**src/rtl/basic_computer_control_unit.sv**
```systemverilog
// ---------------------------------------------------------------------------
// basic_computer_control_unit
//
// Hardwired timing-and-control unit for the 16-bit basic-computer datapath.
// It holds the sequence counter (SC), the interrupt flip-flop R, the
// indirect flag I and the halt flag S. It decodes IR and drives every
// load/incr/clr, bus-select, ALU-select and memory-write line of the
// datapath. Datapath status comes back in as inputs.
//
// Ports:
//   clock, reset_n          rising-edge clock, asynchronous active-low reset
//   IR_in, AC_in, DR_in     datapath register contents
//   E_in, IEN_in            E flip-flop and interrupt-enable status
//   fgi, fgo                input / output device flags
//   *_ld, *_incr, *_clr     register load / increment / clear strobes
//   E_ld, E_clr, E_incr     E control (E_incr toggles E)
//   IEN_ld, IEN_clr         interrupt-enable set / clear
//   memory_write            write the bus into M[AR]
//   bus_select              0 none, 1 AR, 2 PC, 3 DR, 4 AC, 5 IR, 6 TR, 7 MEM
//   alu_op_select           0 AND, 1 ADD, 2 DR, 3 CMA, 4 SHR, 5 SHL, 6/7 AC
//   sc_out                  current timing state
//   int_cycle               R flag
//   halted                  S flag
// ---------------------------------------------------------------------------
module basic_computer_control_unit #(
    parameter int SC_WIDTH = 4
) (
    input  logic                clock,
    input  logic                reset_n,
    input  logic [15:0]         IR_in,
    input  logic [15:0]         AC_in,
    input  logic [15:0]         DR_in,
    input  logic                E_in,
    input  logic                IEN_in,
    input  logic                fgi,
    input  logic                fgo,
    output logic                AR_ld,
    output logic                PC_ld,
    output logic                DR_ld,
    output logic                AC_ld,
    output logic                IR_ld,
    output logic                TR_ld,
    output logic                AR_incr,
    output logic                PC_incr,
    output logic                DR_incr,
    output logic                AC_incr,
    output logic                TR_incr,
    output logic                AR_clr,
    output logic                PC_clr,
    output logic                DR_clr,
    output logic                AC_clr,
    output logic                TR_clr,
    output logic                E_ld,
    output logic                E_clr,
    output logic                E_incr,
    output logic                IEN_ld,
    output logic                IEN_clr,
    output logic                memory_write,
    output logic [2:0]          bus_select,
    output logic [2:0]          alu_op_select,
    output logic [SC_WIDTH-1:0] sc_out,
    output logic                int_cycle,
    output logic                halted
);

    // Bus source codes
    localparam logic [2:0] BUS_NONE = 3'd0;
    localparam logic [2:0] BUS_AR   = 3'd1;
    localparam logic [2:0] BUS_PC   = 3'd2;
    localparam logic [2:0] BUS_DR   = 3'd3;
    localparam logic [2:0] BUS_AC   = 3'd4;
    localparam logic [2:0] BUS_IR   = 3'd5;
    localparam logic [2:0] BUS_TR   = 3'd6;
    localparam logic [2:0] BUS_MEM  = 3'd7;

    // ALU operation codes
    localparam logic [2:0] ALU_AND  = 3'd0;
    localparam logic [2:0] ALU_ADD  = 3'd1;
    localparam logic [2:0] ALU_DR   = 3'd2;
    localparam logic [2:0] ALU_CMA  = 3'd3;
    localparam logic [2:0] ALU_SHR  = 3'd4;
    localparam logic [2:0] ALU_SHL  = 3'd5;

    // Timing states
    localparam logic [SC_WIDTH-1:0] T0 = SC_WIDTH'(0);
    localparam logic [SC_WIDTH-1:0] T1 = SC_WIDTH'(1);
    localparam logic [SC_WIDTH-1:0] T2 = SC_WIDTH'(2);
    localparam logic [SC_WIDTH-1:0] T3 = SC_WIDTH'(3);
    localparam logic [SC_WIDTH-1:0] T4 = SC_WIDTH'(4);
    localparam logic [SC_WIDTH-1:0] T5 = SC_WIDTH'(5);
    localparam logic [SC_WIDTH-1:0] T6 = SC_WIDTH'(6);

    typedef enum logic [2:0] {
        OP_AND    = 3'd0,
        OP_ADD    = 3'd1,
        OP_LDA    = 3'd2,
        OP_STA    = 3'd3,
        OP_BUN    = 3'd4,
        OP_BSA    = 3'd5,
        OP_ISZ    = 3'd6,
        OP_REG_IO = 3'd7
    } opcode_t;

    logic [SC_WIDTH-1:0] sc;
    logic                r_flag;
    logic                i_flag;
    logic                s_flag;

    logic                sc_clr;
    logic                halt_set;
    logic                r_clr;
    logic                irq_req;
    opcode_t             opcode;
    logic [11:0]         ir_bits;
    logic                ac_zero;

    assign opcode  = opcode_t'(IR_in[14:12]);
    assign ir_bits = IR_in[11:0];
    assign ac_zero = (AC_in == 16'h0000);

    // An interrupt is only recognised outside the fetch/interrupt window
    // (T0..T2), and a halt being executed this cycle wins over it.
    assign irq_req = !s_flag && (sc >= T3) && IEN_in && (fgi || fgo)
                     && !r_flag && !halt_set;

    // Control decode. Everything here is combinational from SC, R, I, IR and
    // the datapath status. Holding reset low forces every clear line so the
    // datapath wipes itself on the clock edges seen during reset; while
    // halted, every control is idle.
    always_comb begin
        AR_ld         = 1'b0;
        PC_ld         = 1'b0;
        DR_ld         = 1'b0;
        AC_ld         = 1'b0;
        IR_ld         = 1'b0;
        TR_ld         = 1'b0;
        AR_incr       = 1'b0;
        PC_incr       = 1'b0;
        DR_incr       = 1'b0;
        AC_incr       = 1'b0;
        TR_incr       = 1'b0;
        AR_clr        = 1'b0;
        PC_clr        = 1'b0;
        DR_clr        = 1'b0;
        AC_clr        = 1'b0;
        TR_clr        = 1'b0;
        E_ld          = 1'b0;
        E_clr         = 1'b0;
        E_incr        = 1'b0;
        IEN_ld        = 1'b0;
        IEN_clr       = 1'b0;
        memory_write  = 1'b0;
        bus_select    = BUS_NONE;
        alu_op_select = ALU_AND;
        sc_clr        = 1'b0;
        halt_set      = 1'b0;
        r_clr         = 1'b0;

        if (!reset_n) begin
            AR_clr  = 1'b1;
            PC_clr  = 1'b1;
            DR_clr  = 1'b1;
            AC_clr  = 1'b1;
            TR_clr  = 1'b1;
            E_clr   = 1'b1;
            IEN_clr = 1'b1;
        end else if (!s_flag) begin
            if (sc == T0) begin
                if (r_flag) begin
                    // Interrupt: AR <- 0, TR <- PC (return address)
                    AR_clr     = 1'b1;
                    bus_select = BUS_PC;
                    TR_ld      = 1'b1;
                end else begin
                    bus_select = BUS_PC;
                    AR_ld      = 1'b1;
                end
            end else if (sc == T1) begin
                if (r_flag) begin
                    // Interrupt: M[0] <- TR, PC <- 0
                    bus_select   = BUS_TR;
                    memory_write = 1'b1;
                    PC_clr       = 1'b1;
                end else begin
                    bus_select = BUS_MEM;
                    IR_ld      = 1'b1;
                    PC_incr    = 1'b1;
                end
            end else if (sc == T2) begin
                if (r_flag) begin
                    // Interrupt: PC <- 1, disable interrupts, back to fetch
                    PC_incr = 1'b1;
                    IEN_clr = 1'b1;
                    r_clr   = 1'b1;
                    sc_clr  = 1'b1;
                end else begin
                    bus_select = BUS_IR;
                    AR_ld      = 1'b1;
                end
            end else if (sc == T3) begin
                if (opcode == OP_REG_IO) begin
                    sc_clr = 1'b1;
                    if (!i_flag) begin
                        // Only one AC-modifying micro-op acts, highest priority first
                        if (ir_bits[11]) begin
                            AC_clr = 1'b1;
                        end else if (ir_bits[9]) begin
                            AC_ld         = 1'b1;
                            alu_op_select = ALU_CMA;
                        end else if (ir_bits[7]) begin
                            AC_ld         = 1'b1;
                            E_ld          = 1'b1;
                            alu_op_select = ALU_SHR;
                        end else if (ir_bits[6]) begin
                            AC_ld         = 1'b1;
                            E_ld          = 1'b1;
                            alu_op_select = ALU_SHL;
                        end else if (ir_bits[5]) begin
                            AC_incr = 1'b1;
                        end
                        E_clr    = ir_bits[10];
                        E_incr   = ir_bits[8];
                        // All true skip conditions merge into one PC increment
                        PC_incr  = (ir_bits[4] && !AC_in[15]) ||
                                   (ir_bits[3] &&  AC_in[15]) ||
                                   (ir_bits[2] &&  ac_zero)   ||
                                   (ir_bits[1] && !E_in);
                        halt_set = ir_bits[0];
                    end else begin
                        // I/O: INP/OUT have no device behind them here
                        PC_incr = (ir_bits[9] && fgi) || (ir_bits[8] && fgo);
                        IEN_ld  = ir_bits[7];
                        IEN_clr = ir_bits[6];
                    end
                end else if (i_flag) begin
                    // Indirect: AR <- M[AR]
                    bus_select = BUS_MEM;
                    AR_ld      = 1'b1;
                end
            end else begin
                // Memory-reference execution, T4 onward
                case (opcode)
                    OP_AND, OP_ADD, OP_LDA: begin
                        if (sc == T4) begin
                            bus_select = BUS_MEM;
                            DR_ld      = 1'b1;
                        end else if (sc == T5) begin
                            AC_ld  = 1'b1;
                            sc_clr = 1'b1;
                            if (opcode == OP_ADD) begin
                                alu_op_select = ALU_ADD;
                                E_ld          = 1'b1;
                            end else if (opcode == OP_LDA) begin
                                alu_op_select = ALU_DR;
                            end else begin
                                alu_op_select = ALU_AND;
                            end
                        end
                    end
                    OP_STA: begin
                        if (sc == T4) begin
                            bus_select   = BUS_AC;
                            memory_write = 1'b1;
                            sc_clr       = 1'b1;
                        end
                    end
                    OP_BUN: begin
                        if (sc == T4) begin
                            bus_select = BUS_AR;
                            PC_ld      = 1'b1;
                            sc_clr     = 1'b1;
                        end
                    end
                    OP_BSA: begin
                        if (sc == T4) begin
                            bus_select   = BUS_PC;
                            memory_write = 1'b1;
                            AR_incr      = 1'b1;
                        end else if (sc == T5) begin
                            bus_select = BUS_AR;
                            PC_ld      = 1'b1;
                            sc_clr     = 1'b1;
                        end
                    end
                    OP_ISZ: begin
                        if (sc == T4) begin
                            bus_select = BUS_MEM;
                            DR_ld      = 1'b1;
                        end else if (sc == T5) begin
                            DR_incr = 1'b1;
                        end else if (sc == T6) begin
                            bus_select   = BUS_DR;
                            memory_write = 1'b1;
                            PC_incr      = (DR_in == 16'h0000);
                            sc_clr       = 1'b1;
                        end
                    end
                    default: begin
                    end
                endcase
            end
        end
    end

    // Sequencing state. SC advances every cycle unless the current step ends
    // the instruction; the halt flag freezes all state until the next reset.
    // I is captured from IR only during a real fetch, never during the
    // interrupt cycle that replaces it.
    always_ff @(posedge clock or negedge reset_n) begin
        if (!reset_n) begin
            sc     <= '0;
            r_flag <= 1'b0;
            i_flag <= 1'b0;
            s_flag <= 1'b0;
        end else if (!s_flag) begin
            sc <= sc_clr ? '0 : sc + SC_WIDTH'(1);
            if ((sc == T2) && !r_flag) begin
                i_flag <= IR_in[15];
            end
            if (r_clr) begin
                r_flag <= 1'b0;
            end else if (irq_req) begin
                r_flag <= 1'b1;
            end
            if (halt_set) begin
                s_flag <= 1'b1;
            end
        end
    end

    assign sc_out    = sc;
    assign int_cycle = r_flag;
    assign halted    = s_flag;

endmodule

```
**config.mk**
```make
export PLATFORM = sky130hd
export DESIGN_NAME = basic_computer_control_unit
export DESIGN_NICKNAME = d
export VERILOG_FILES = /design/src/rtl/basic_computer_control_unit.sv
export SDC_FILE = /design/constraint.sdc
export NUM_CORES = 1
export LEC_CHECK = 0
export CORE_UTILIZATION = 32
export DETAILED_ROUTE_END_ITERATION = 12
export PLACE_DENSITY = 0.78
export REMOVE_ABC_BUFFERS = 1
export SLEW_MARGIN = 40
export SYNTH_ARGS = -nofsm -noshare
export SYNTH_HDL_FRONTEND = slang
export SYNTH_SLANG_ARGS = --single-unit
```
**constraint.sdc**
```tcl
create_clock -name clock -period 2.2 [get_ports clock]
set_input_delay 0.44 -clock clock [delete_from_list [all_inputs] [get_ports clock]]
set_output_delay 0.44 -clock clock [all_outputs]
set_load 0.02 [all_outputs]
```
==> out/metrics.yaml <==
run_status:
  status: "complete, but fails checks"
  violations: "setup timing"
global_routing:
  overflow: 0
  grt_max_degree: 16
  antenna_found_initial: 0
  grt_pass1_wl_mm: 8.928
  first_global_vias: 1877
  grtUsageTotal_pct: 27.31
timing:
  finalCritPeriodShare_pct: 121.8
  fin_skew_ns: 0.001764
  finalHoldWorstSlack_ns: 0.3703
  grt_setup_unrepaired: "true"
  fin_ws_ns: -0.4803
  hold_viol_final: 0
  setup_viol: 22
  period_needed_ns: 2.680
  fmax_mhz: 373.1
  slew_viol_final: 0
synthesis:
  yosys_most_used_dff: "dfrtp_1"
  ys_types: 49
  postSynthAreaPerCell_um2: 6.902
  synthCells: 180
  synth.cell_area_um2: 1242
  yosys_warnings: 0
  yosysSeqAreaShare_pct: 14.10
  async_flop_share_pct: 100.0
  ys_ff_latch: 7
  synth_edf_count: 0
clock_tree:
  root_buffer: "clkbuf_8"
  cts.clk_slew.worst_paths_ns: 0.04
  clock_latency_ns: 0.23
  numCtsBuffers: 3
  cts_htree_levels: 1
  cts_sinks: 7
  ctsLongestPathBuffers: 2
  cts_tree: "built"
power_and_ir_drop:
  p_per_area_nw_per_um2: 997.6
  irDropWorstVdd_mv: 1.010
  power_w: 0.002984
  leakagePower_nw: 1.263
critical_path:
  crit_family: "simple AND/OR/NAND/NOR gates"
  cp_data_arrival_time_ns: 2.24
  critPathMaxFanout: 3
  path_cells: "ha_2 > or3b_4 > buf_4 > nor2_4 > and4_1 > a21oi_1 > o31ai_1 > buf_2"
  cp_slowest_stage_delay_ns: 0.41
  crit_path_top_delay_cell: "or3b_4"
  path_class: "flip-flop to output pin"
  crit_required_ns: 1.76
  timing.rr.start: "sc_out[0]"
  crit_buf_inv: 2
  startpoint_type: "flip-flop"
  worstSetupEndpointType: "output pin"
  crit_start: "sc_out[1]"
floorplan:
  dieArea_um2: 4136
  die_x_um: 64.31
  io_pins: 88
  num_rows: 22
  initial_core_util_pct: 33.68
  core-area_um2: 3689
  die_h_um: 64.31
placement:
  dp_hpwl_mm: 4.425
  port_buffers: 86
  gp_congestion: 0.9114
routing:
  drc: 0
  drtIter0Drc: 153
  ant_nets: 0
  viasPerCell: 5.543
  wirelength_mm: 6.541
  routedWlPerCell_um: 17.08
  drt-pass1-iter-count: 4
  dr_total_vias: 2123
hold_path:
  hp-class: "input pin to asynchronous set/reset pin"
final_layout:
  nets: 394
  layout-drive-gt1-share_pct: 46.57
  area_growth_pct: 140.8
  diodes: 0
flow_run:
  drv_cap: 0
Yosys cell counts, drive strengths merged, types with 3 or more instances:
cell	instances	area [um^2]
a211oi	4	35.03
nor2b	9	56.30
a21oi	9	45.04
o21ai	11	55.05
nand3	6	30.03
inv	5	18.77
buf	5	30.02
and3	3	18.77
nor4	8	65.06
nand3b	5	37.54
ha	4	50.05
dfrtp	7	175.2
nor3	10	55.05
nor2	15	56.30
nand2b	8	50.05
nand2	23	86.33
clkbuf	7	26.28
cells by family after synthesis:
| logic type | synth area share, % |
|---|---|
| multiplexers | 1.712 |
| other | 0.3018 |
| adder cells (fa/ha/maj) | 4.028 |
| AND/OR/NAND/NOR | 48.14 |
| buffers and inverters | 6.042 |
| flip-flops | 14.10 |
| XOR/XNOR | 2.115 |
| AO/OA/AOI/OAI | 23.56 |
power breakdown:
group | leakage (nW) | total (W) | switching, W | internal (W)
logic | 1.16 | 0.00252 | 0.00125 | 0.00127
registers | 0.0835 | 0.000283 | 0.0000873 | 0.000195
clock network | 0.0228 | 0.000180 | 0.0000548 | 0.000125
worst reg2reg max path: cells and delay by family, from the launching register on:
kind | cells | cell delay [ns]
flip-flops | 1 | 0.36
AO/OA/AOI/OAI | 4 | 0.68
buffers and inverters | 5 | 0.62
adder cells (fa/ha/maj) | 1 | 0.18
AND/OR/NAND/NOR | 1 | 0.21
layout make-up:
cell class,instances,area (um^2)
Clock buffer,4,45.04
Fill cell,260,696.9
Inverter,5,23.77
Multi-Input combinational cell,156,1282
Sequential cell,7,176.4
Tap cell,48,60.06
Timing Repair Buffer,163,1404
state kept, by name, indices dropped and copies added (netlist names):
signal / count
halted: 1
i_flag: 1
int_cycle: 1
sc_out: 4
metal layers:
metal	GRT usage [%]	up-vias	part of all wire, %
met3	1.786	28	6.3
met2	48.42	107	50
met5	0	-	0
met1	34.55	1002	38
li1	-	986	-
met4	9.167	0	4.8
cells in the final DEF, fill, tap and decap left out, types with 3 or more instances in the layout:
| cell type | n |
|---|---|
| nand2_1 | 18 |
| o21ai_0 | 5 |
| a21oi_1 | 8 |
| nand3b_1 | 5 |
| nand2b_1 | 8 |
| buf_4 | 85 |
| nor3_2 | 4 |
| buf_2 | 5 |
| nor2_1 | 13 |
| dfrtp_1 | 6 |
| o21ai_1 | 3 |
| clkbuf_8 | 3 |
| o21ai_2 | 3 |
| nor2b_1 | 8 |
| nor3_1 | 4 |
| clkdlybuf4s50_1 | 57 |
| nor4_1 | 6 |
| nand2_4 | 4 |
| dlygate4sd2_1 | 4 |
| nand3_1 | 4 |
| ha_4 | 3 |
| buf_6 | 12 |
| inv_1 | 3 |
| a211oi_2 | 3 |
path summary, 6_finish.rpt:
check	endpoint	slack, ns	depth (start not counted)
min in group clock	sc_out[0]	0.67	3
setup reg to reg	sc_out[1]	0.03	11
hold / removal	sc_out[1]	0.37	2
max in group asynchronous	halted	1.68	2
hold reg to reg	sc_out[0]	0.67	3
setup / recovery	IEN_clr	-0.48	8
repair_timing:
item                                   CTS  global route
setup buffers                            7             9
endpoints found under the hold margin    0             0
setup endpoints to repair               28            29
hold buffers                             0             0
pin swaps                               14            18
gates resized for setup                172            46
stage by stage:
step	instance area [um^2]	setup TNS (ns)	std cells	worst slack (ns)	utilization, %
finish	2992	-7.099	383	-0.4803	81.11
floorplan	1186	-5.019	168	-0.6042	-
CTS	2760	-6.106	374	-0.4150	74.83
detailed placement	2565	-18.37	363	-0.9726	69.54
global placement	2565	-18.76	363	-0.9286	69.54
global route	2992	-8.881	383	-0.5387	81.11
(Power assumes the default switching activity.)
